[config.mk]
export PLATFORM = sky130hd
export DESIGN_NAME = vga_sync_capture
export DESIGN_NICKNAME = d
export VERILOG_FILES = /design/src/rtl/vga_timing_pkg.sv /design/src/rtl/vga_sync_edge.sv /design/src/rtl/vga_sync_capture.sv
export SDC_FILE = /design/constraint.sdc
export NUM_CORES = 1
export LEC_CHECK = 0
export ABC_AREA = 1
export ABC_CLOCK_PERIOD_IN_PS = 4600
export CAP_MARGIN = 20
export CORE_ASPECT_RATIO = 0.75
export CORE_UTILIZATION = 39
export CTS_CLUSTER_SIZE = 24
export DETAILED_ROUTE_END_ITERATION = 6
export PLACE_DENSITY = 0.59
export SLEW_MARGIN = 25
export SYNTH_ARGS = -nofsm -noshare
export SYNTH_HDL_FRONTEND = slang
export SYNTH_SLANG_ARGS = --single-unit
export TNS_END_PERCENT = 100
[constraint.sdc]
create_clock -name clk25 -period 4.6 [get_ports clk25]
set_clock_uncertainty 0.15 [all_clocks]
set_input_delay 0.92 -clock clk25 [delete_from_list [all_inputs] [get_ports clk25]]
set_output_delay 0.92 -clock clk25 [all_outputs]
set_load 0.1 [all_outputs]
[src/rtl/vga_timing_pkg.sv]
// rtl/vga_timing_pkg.sv - 640x480@60 timing constants and capture FSM states
// Purpose: single source of VGA timing shared by the generator and the capture side.
// Ports: none (package).
package vga_timing_pkg;

   localparam int H_TOTAL     = 800;
   localparam int H_SYNC      = 96;
   localparam int H_BP        = 48;
   localparam int H_ACTIVE    = 640;
   localparam int V_TOTAL     = 521;
   localparam int V_SYNC      = 2;
   localparam int V_BP        = 29;
   localparam int V_ACTIVE    = 480;
   localparam int LOCK_FRAMES = 2;

   localparam int CNT_W   = 10;
   localparam int H_FIRST = H_SYNC + H_BP;
   localparam int H_END   = H_FIRST + H_ACTIVE;
   localparam int V_FIRST = V_SYNC + V_BP;
   localparam int V_END   = V_FIRST + V_ACTIVE;

   typedef enum logic [1:0] {
      SEARCH  = 2'd0,
      MEASURE = 2'd1,
      LOCKED  = 2'd2
   } sync_state_t;

endpackage

[src/rtl/vga_sync_edge.sv]
// rtl/vga_sync_edge.sv - registered sync input with falling-edge strobe
// Purpose: samples one sync pin once and flags a high-to-low transition between samples.
// Ports:
//   clk    in  pixel clock
//   clr_n  in  synchronous reset, active low
//   din    in  raw sync pin
//   level  out registered sample of din
//   fall   out high for one cycle when level goes 1 -> 0
module vga_sync_edge (
   input  logic clk,
   input  logic clr_n,
   input  logic din,
   output logic level,
   output logic fall
);

   logic prev;

   // Both flops clear to 0 so a pin that is low when reset releases never looks like a fall.
   always_ff @(posedge clk) begin
      if (!clr_n) begin
         level <= 1'b0;
         prev  <= 1'b0;
      end else begin
         level <= din;
         prev  <= level;
      end
   end

   assign fall = prev & ~level;

endmodule

[src/rtl/vga_sync_capture.sv]
// rtl/vga_sync_capture.sv - VGA receive-side sync checker and qualified pixel capture
// Purpose: recovers pixel coordinates from hsync/vsync, verifies line/frame timing, locks
//   after LOCK_FRAMES good frames and then emits a qualified RGB332 pixel stream.
// Ports:
//   clk25      in  pixel clock
//   clr_n      in  synchronous reset, active low
//   hsync      in  horizontal sync, active low
//   vsync      in  vertical sync, active low
//   red/green/blue in  RGB332 pixel
//   pix_valid  out active pixel on pix_rgb/px_x/px_y (locked only)
//   pix_rgb    out captured {red,green,blue}
//   px_x/px_y  out active column / row
//   sof        out first pixel of frame
//   eol        out last pixel of line
//   locked     out timing verified
//   sync_err   out one-cycle pulse per timing violation
module vga_sync_capture
   import vga_timing_pkg::*;
#(
   parameter int P_H_TOTAL     = H_TOTAL,
   parameter int P_H_SYNC      = H_SYNC,
   parameter int P_H_BP        = H_BP,
   parameter int P_H_ACTIVE    = H_ACTIVE,
   parameter int P_V_TOTAL     = V_TOTAL,
   parameter int P_V_SYNC      = V_SYNC,
   parameter int P_V_BP        = V_BP,
   parameter int P_V_ACTIVE    = V_ACTIVE,
   parameter int P_LOCK_FRAMES = LOCK_FRAMES
) (
   input  logic             clk25,
   input  logic             clr_n,
   input  logic             hsync,
   input  logic             vsync,
   input  logic [2:0]       red,
   input  logic [2:0]       green,
   input  logic [1:0]       blue,
   output logic             pix_valid,
   output logic [7:0]       pix_rgb,
   output logic [CNT_W-1:0] px_x,
   output logic [CNT_W-1:0] px_y,
   output logic             sof,
   output logic             eol,
   output logic             locked,
   output logic             sync_err
);

   localparam logic [CNT_W-1:0] H_LAST = CNT_W'(P_H_TOTAL - 1);
   localparam logic [CNT_W-1:0] H_TMO  = CNT_W'(P_H_TOTAL);
   localparam logic [CNT_W-1:0] V_LAST = CNT_W'(P_V_TOTAL - 1);
   localparam logic [CNT_W-1:0] HF     = CNT_W'(P_H_SYNC + P_H_BP);
   localparam logic [CNT_W-1:0] HE     = CNT_W'(P_H_SYNC + P_H_BP + P_H_ACTIVE);
   localparam logic [CNT_W-1:0] VF     = CNT_W'(P_V_SYNC + P_V_BP);
   localparam logic [CNT_W-1:0] VE     = CNT_W'(P_V_SYNC + P_V_BP + P_V_ACTIVE);
   localparam logic [CNT_W-1:0] X_LAST = CNT_W'(P_H_ACTIVE - 1);
   localparam logic [3:0]       GOOD_N = 4'(P_LOCK_FRAMES);

   logic             hs_level, hs_fall, vs_level, vs_fall;
   logic             level_unused;
   logic [7:0]       rgb_q;
   logic [CNT_W-1:0] hcnt, vcnt, hpos, vpos;
   logic             tmo;
   logic             line_bad, line_tmo, frame_bad, viol, active;
   logic [3:0]       good;
   sync_state_t      state;

   vga_sync_edge u_hs (.clk(clk25), .clr_n(clr_n), .din(hsync), .level(hs_level), .fall(hs_fall));
   vga_sync_edge u_vs (.clk(clk25), .clr_n(clr_n), .din(vsync), .level(vs_level), .fall(vs_fall));

   assign level_unused = hs_level ^ vs_level;

   // Colour takes the same single register stage as the sync pins so they stay aligned.
   always_ff @(posedge clk25) begin
      if (!clr_n) rgb_q <= '0;
      else        rgb_q <= {red, green, blue};
   end

   // hcnt/vcnt hold the position of the previous sample; hpos/vpos are the position of the
   // sample currently in the input register. Both counters saturate instead of wrapping.
   always_comb begin
      hpos = hs_fall ? '0 : ((hcnt == '1) ? hcnt : hcnt + CNT_W'(1));
      vpos = vcnt;
      if (vs_fall)
         vpos = '0;
      else if (hs_fall && vcnt != '1)
         vpos = vcnt + CNT_W'(1);
      // The fall that ends a timed-out line was already reported by the timeout.
      line_bad  = hs_fall && !tmo && (hcnt != H_LAST);
      line_tmo  = !hs_fall && !tmo && (hpos == H_TMO);
      frame_bad = vs_fall && (vcnt != V_LAST);
      viol      = line_bad || line_tmo || frame_bad;
      active    = (hpos >= HF) && (hpos < HE) && (vpos >= VF) && (vpos < VE);
   end

   always_ff @(posedge clk25) begin
      if (!clr_n) begin
         hcnt      <= '0;
         vcnt      <= '0;
         tmo       <= 1'b0;
         good      <= '0;
         state     <= SEARCH;
         locked    <= 1'b0;
         sync_err  <= 1'b0;
         pix_valid <= 1'b0;
         pix_rgb   <= '0;
         px_x      <= '0;
         px_y      <= '0;
         sof       <= 1'b0;
         eol       <= 1'b0;
      end else begin
         hcnt <= hpos;
         vcnt <= vpos;
         if (hs_fall)       tmo <= 1'b0;
         else if (line_tmo) tmo <= 1'b1;

         sync_err  <= 1'b0;
         pix_valid <= 1'b0;
         pix_rgb   <= '0;
         px_x      <= '0;
         px_y      <= '0;
         sof       <= 1'b0;
         eol       <= 1'b0;

         case (state)
            SEARCH: begin
               if (vs_fall) begin
                  state <= MEASURE;
                  good  <= '0;
               end
            end
            MEASURE: begin
               if (viol) begin
                  good     <= '0;
                  sync_err <= 1'b1;
               end else if (vs_fall) begin
                  good <= good + 4'd1;
                  if (good + 4'd1 == GOOD_N) begin
                     state  <= LOCKED;
                     locked <= 1'b1;
                  end
               end
            end
            LOCKED: begin
               if (viol) begin
                  sync_err <= 1'b1;
                  locked   <= 1'b0;
                  good     <= '0;
                  state    <= MEASURE;
               end else if (active) begin
                  pix_valid <= 1'b1;
                  pix_rgb   <= rgb_q;
                  px_x      <= hpos - HF;
                  px_y      <= vpos - VF;
                  sof       <= (hpos == HF) && (vpos == VF);
                  eol       <= (hpos - HF) == X_LAST;
               end
            end
            default: begin
               state  <= SEARCH;
               good   <= '0;
               locked <= 1'b0;
            end
         endcase
      end
   end

endmodule

==> results of run 1 <==
cells in the mapped netlist, drive strengths merged:
library cell	instances	share of area, %
nor3	7	0.98
nand4	11	2.1
a21boi	1	0.21
a211oi	1	0.21
nand3	43	7.0
ha	13	4.6
buf	6	1.4
xnor2	1	0.25
o21ai	9	1.3
xor2	14	3.4
inv	80	8.4
or2	1	0.18
nand3b	3	0.63
clkbuf	4	0.42
clkinv	1	0.11
o41ai	1	0.25
dfxtp	72	40
nand2	124	14
nor3b	1	0.21
nor2	93	13
or3	1	0.18
a21oi	5	0.70
layout by cell type, fill, tap and decap left out, types with 2 or more instances in the layout:
| cell | count |
|---|---|
| a21oi_1 | 5 |
| buf_4 | 2 |
| bufinv_16 | 2 |
| clkbuf_16 | 9 |
| clkdlybuf4s50_1 | 44 |
| clkinv_4 | 3 |
| dfxtp_1 | 72 |
| ha_1 | 13 |
| inv_1 | 76 |
| inv_2 | 4 |
| nand2_1 | 114 |
| nand2_2 | 7 |
| nand2_4 | 3 |
| nand3_1 | 39 |
| nand3_2 | 2 |
| nand3_4 | 2 |
| nand3b_1 | 3 |
| nand4_1 | 10 |
| nor2_1 | 75 |
| nor2_2 | 4 |
| nor2_4 | 14 |
| nor3_1 | 7 |
| o21ai_0 | 7 |
| o21ai_1 | 2 |
| xor2_1 | 14 |
path summary, 6_finish.rpt:
path         cells after the start          to  slack [ns]     start
min                              2  pix_rgb[5]        0.26  rgb_q[5]
max                             19         sof        1.16   vcnt[0]
min reg2reg                      2  pix_rgb[5]        0.26  rgb_q[5]
max reg2reg                     19         sof        1.16   vcnt[0]
per-layer routing:
metal | share of wire (%) | GRT usage, %
met3 | 7.6 | 5.36
met2 | 39 | 24.1
met5 | 0 | 0
met1 | 52 | 24.8
met4 | 1.2 | 5.94
power groups by stage:
stage	sequential, mW	clock [mW]	combinational [mW]
floorplan	0.710	0	0.190
global placement	0.690	0	0.270
detailed placement	0.691	0	0.272
CTS	0.678	0.756	0.273
global route	0.683	0.786	0.312
finish	0.678	0.738	0.273
worst max-delay path, delay by kind of cell, from the launching register on:
kind,cells,cell delay (ns)
simple gates,13,1.88
fa+ha+maj,2,0.45
buf+inv,4,0.39
flops,1,0.42
registers in the layout (all words and copies together), names as in the netlist, 2 cells and up:
signal	cells
px_x	10
good	4
px_y	10
rgb_q	8
state	2
vcnt	10
pix_rgb	8
hcnt	10
cells by family (layout without fill, tap and decap cells):
logic type      Yosys count  after routing  share of synthesized area (%)
fa+ha+maj                13             13                           4.56
flops                    72             72                           40.4
buf+inv                  91            143                           10.3
simple gates            284            284                           38.4
compound gates           17             17                           2.63
xor+xnor                 15             15                           3.68
area by class of cell:
cell class | count | area [µm²] | share of cell area (%)
multi-input combinational | 329 | 1760 | 39.8
sequential | 72 | 1440 | 32.6
timing repair buffer | 46 | 455 | 10.3
inverter | 81 | 304 | 6.88
clock buffer | 10 | 229 | 5.18
tap | 108 | 135 | 3.06
clock inverter | 6 | 93.8 | 2.12
==> metrics, run 1 <==
status=finished, final reports clean; register area share after synthesis=40.4%; TritonCTS sink count=72; clock transition at the registers of the reported paths=0.06 ns; vias in the first global route=about 2700; final hold viol count=0; P_leak=around 2.1 nW; Die Wd=between 100 and 150 µm; setup violators final=0; combinational share of power=16.1%; die area=0.00955 mm²; slowest CP cell=nand2_2; Final TNS setup=0 ns; Hold Slack=~0.26 ns; max_slew headroom=33.3%; final period utilization=between 70% and 80%; Pint=1.23 mW; Avg Cell Area, Syn=between 7 and 8 µm²; worst-case clock buffer depth=2; final WL=7430 µm; max-cap viol count=0; layout cells sized above 1=10.1%; critical path's largest stage delay=0.61 ns; drt first pass iters=4; IO Port Bufs=44; Max Freq=0.290 GHz; Ports=between 40 and 50; Net Sw Frac=27.2%; crit path time final=3.44 ns; RePlAce Congestion=0.885; Initial Util=between 40% and 50%; Fillers=835; DR vias/cell=4.59; Max Slew Vio Count=0; via count=2993; unrepaired setup endpoints after global routing=false; CTS Buf Count=9; crit path DAT=3.48 ns; Rows=29; NetSw=~0.46 mW; CTS tree=built; hold buffers post-CTS=0; Antenna Diode Count=0; first-pass GRT wire length=roughly 13000 µm; Final HPWL DP=5670 µm; die height=84.9 µm; Total Nets Final=roughly 560; H-tree levels=3; Syn Nets=517; Seq pwr share=40.2%; hold crit path type=reg -> reg; Layout Utilization=between 50% and 60%; Clk pwr share=43.7%; Area Growth Syn to Fin=23.8%; dpl cell area=0.00410 mm²; distinct cell type count after synthesis=34; pre-CTS setup slack=1.12 ns; initial antenna violation count=0; Congestion Overflow GR=0; pwr dens=~380 mW/mm²; crit path cell chain=ha_1 > inv_1 > nor2_2 > nand2_2 > nor2_4 > nand2_4 > nand2_4 > inv_2 > nand2_1 > nand3_1 > inv_1 > ha_1 > inv_1 > nor2_4 > nand2_2 > nor2_1 > nor2_1 > nand2_2 > nor2_1; Post-route DRC=0; CTS root buf=clkbuf_16; total number of yosys warnings=0; Finished Cell Area=0.00442 mm²; clk_lat worst skew=0.33 ns; worst slew pin tran=approximately 1 ns; power after layout=1.69 mW; register bit total from synthesis=between 70 and 80; Worst Setup Start Kind=flip-flop; Finished Layout Cells=652; gr usage total=between 10% and 20%; Final ANT Viol Nets=0; 1st-iter DRT viols=~160; core outline area=around 0.0087 mm²; largest net degree at the start of global routing=30; Worst Slack Setup Final=1.16 ns; Critical Path End Type=flip-flop; # Post-CTS Setup Buffers=0; Crit Path Category=reg -> reg; VDD IR max=0.347 mV; synthesized instance count=492; Routed WL per cell=11.4 µm; Mapped Area=0.00357 mm²; Worst EP required=4.64 ns; CP Max Fanout=29; cts repair resizes=0; placed cells=between 600 and 700
(Power assumes the default switching activity.)
==> run 2: changes to the inputs <==
ABC_CLOCK_PERIOD_IN_PS = 3000   (was 4600)
PLACE_DENSITY = 0.61   (was 0.59)
clock period = 3 ns   (was 4.6 ns; I/O delays follow)
==> run 2 against run 1 <==
Net effect:
- clock-buffer cell count fell by 1
- non-clock buffer count rose by 16
- critical path depth rose by 2
- fmax rose by 25%
- register-to-register slack got worse by 0.92 ns
- sequential share of layout area fell by 0.97 points
- final cell count rose by 2.5%
- worst setup slack got worse by 0.92 ns
- global-route usage rose by 0.81 points
- worst hold slack improved by 0.0064 ns
- die area did not move
- core utilization rose by 1.7 points
- critical path type unchanged
- highest routed layer unchanged
==> metrics, run 2 (same netlist as run 1, synthesis figures left out) <==
status=finished, final reports clean; core outline area=0.00867 mm² (unchanged); critical path's largest stage delay=0.35 ns (-0.26 ns); worst-case clock buffer depth=2 (unchanged); first-pass GRT wire length=13500 µm (+4.7%); VDD IR max=0.446 mV (+29%); dpl cell area=0.00409 mm² (about the same); Reg-to-Reg End=px_x[6]; die area=0.00955 mm² (unchanged); Congestion Overflow GR=0 (unchanged); Antenna Diode Count=0 (unchanged); max_slew headroom=62.8% (+30 points); hold crit path type=reg -> reg; worst slew pin tran=0.557 ns (-0.440 ns); via count=3095 (+3.4%); Worst Slack Setup Final=0.238 ns (-0.918 ns); Net Sw Frac=28.5% (+1.3 points); NetSw=0.760 mW (+65%); final hold viol count=0 (unchanged); origin of the critical flop-to-flop path=vcnt[0]; Final HPWL DP=5950 µm (+5.0%); Hold Path End=pix_rgb[5]; r2r worst-path depth=21 (+2); final WL=8040 µm (+8.2%); H-tree levels=3 (unchanged); Total Nets Final=580 (+2.8%); layout cells sized above 1=21.1% (+11 points); Max Freq=0.362 GHz (+25%); WHS Path Cells=2 (unchanged); crit path cell chain=ha_4 > inv_1 > nor2_2 > nand2_2 > nor2_4 > nand2_4 > nand2_4 > inv_2 > nand2_1 > nand3_2 > inv_2 > ha_1 > inv_1 > nor2_4 > nand2_4 > nand2_2 > nor2_2 > nor2_4 > nand2_4 > clkbuf_16 > nor2_4; gr busiest metal=met2; vias in the first global route=2940 (+8.7%); Max Slew Vio Count=0 (unchanged); Worst Setup Start Kind=flip-flop; largest net degree at the start of global routing=25 (-17%); reg-to-reg setup timing slack=0.24 ns (-0.92 ns); Ports=45 (unchanged); most common cell after layout, fill and taps aside=nand2_1; Initial Util=41.2% (unchanged); Finished Cell Area=0.00457 mm² (+3.3%); final period utilization=92.1% (+17 points); Critical Path End Type=flip-flop; power after layout=2.67 mW (+58%); Die Wd=112 µm (unchanged); CP Max Fanout=10 (-66%); Worst EP required=3.13 ns (-1.51 ns); Post-route DRC=0 (unchanged); Clk pwr share=44.0% (+0.3 points); grt met2 use=27.7% (+3.6 points); setup violators final=0 (unchanged); initial antenna violation count=0 (unchanged); Finished Layout Cells=668 (+2.5%); clk_lat worst skew=0.34 ns (about the same); crit path DAT=2.89 ns (-0.59 ns); combinational share of power=17.0% (+0.9 points); Final TNS setup=0 ns (unchanged); IO Port Bufs=44 (unchanged); crit path time final=2.76 ns (-0.682 ns); worst min-delay path startpoint=rgb_q[5]; Crit Path Category=reg -> reg; CTS Buf Count=9 (unchanged); Seq pwr share=39.0% (-1.2 points); placed cells=645 (+1.4%); TritonCTS sink count=72 (unchanged); Rows=29 (unchanged); RePlAce Congestion=0.883 (-0.27%); pre-CTS setup slack=0.0480 ns (-1.07 ns); GR Util met1=24.2% (-0.65 points); Pint=1.91 mW (+55%); gr usage total=18.0% (+0.81 points); met3 Usage GRT=5.14% (-0.21 points); max-cap viol count=0 (unchanged); DR vias/cell=4.63 (+0.93%); CTS tree=built; P_leak=2.31 nW (+9.5%); CTS root buf=clkbuf_16; CP bufs+invs=5 (+1); Crit path max-delay family=simple AND/OR/NAND/NOR gates; Layout Utilization=52.7% (+1.7 points); Hold Slack=0.264 ns (+0.00641 ns); clock transition at the registers of the reported paths=0.06 ns (about the same); 1st-iter DRT viols=140 (-10%); die height=84.9 µm (unchanged); Final ANT Viol Nets=0 (unchanged); Routed WL per cell=12.0 µm (+5.6%); slowest CP cell=dfxtp_2; drt first pass iters=4 (unchanged); pwr dens=584 mW/mm² (+53%); Area Growth Syn to Fin=27.9%; commonest cells after routing, fill and taps aside=nand2_1 (111), inv_1 (75), nor2_1 (73)
-- run 2: cell types whose count changed in the layout (fill, tap and decap cells not counted), moves of 2 or more --
cell / delta
buf_4: +47
clkdlybuf4s50_1: -33
dfxtp_1: -3
dfxtp_2: +3
ha_1: -2
nand2_1: -3
nand2_4: +3
nand3_1: -2
nand3_2: +2
nor2_1: -2
nor2_4: +2
-- run 2: power by group through the flow --
stage	Sequential (mW)	Clock, mW	Combinational [mW]
2_1_floorplan	1.09	0	0.291
3_3_place_gp	1.06	0	0.422
3_5_place_dp	1.06	0	0.424
4_1_cts	1.04	1.20	0.429
5_1_grt	1.05	1.24	0.520
6_report	1.04	1.17	0.454
-- run 2: tightest hold or removal path: stages (launching register included) --
cell and delay, ns:
dfxtp_1 0.30, inv_1 0.04, nor2_1 0.03
-- run 2: metal layers --
layer,part of all wire (%),vias to the layer above
met5,0,-
met4,1.5,0
met2,41,61
met3,5.3,15
met1,52,1380
li1,-,1639
-- run 2: repair_timing --
action / in CTS / in global routing
setup endpoints to repair: 0 / 38
setup buffers: 0 / 6
gates resized for setup: 0 / 20
hold buffers: 0 / 0
-- run 2: how the worst max path moves through the flow --
stage	startpoint	to	slack [ns]	depth (start not counted)
finish	vcnt[0]	px_x[6]	0.24	21
global route	vcnt[1]	px_y[6]	-0.003	21
CTS	vcnt[1]	px_x[2]	0.02	20
detailed placement	vcnt[1]	px_x[2]	0.05	20
global placement	vcnt[1]	sof	0.06	20
floorplan	vcnt[0]	px_x[6]	0.35	21
-- run 2: cell type report --
type | instances | area, µm²
Multi-Input combinational cell | 329 | 1830
Clock inverter | 7 | 103
Inverter | 81 | 304
Clock buffer | 9 | 225
Timing Repair Buffer | 62 | 523
Fill cell | 849 | 4110
Tap cell | 108 | 135
Sequential cell | 72 | 1450
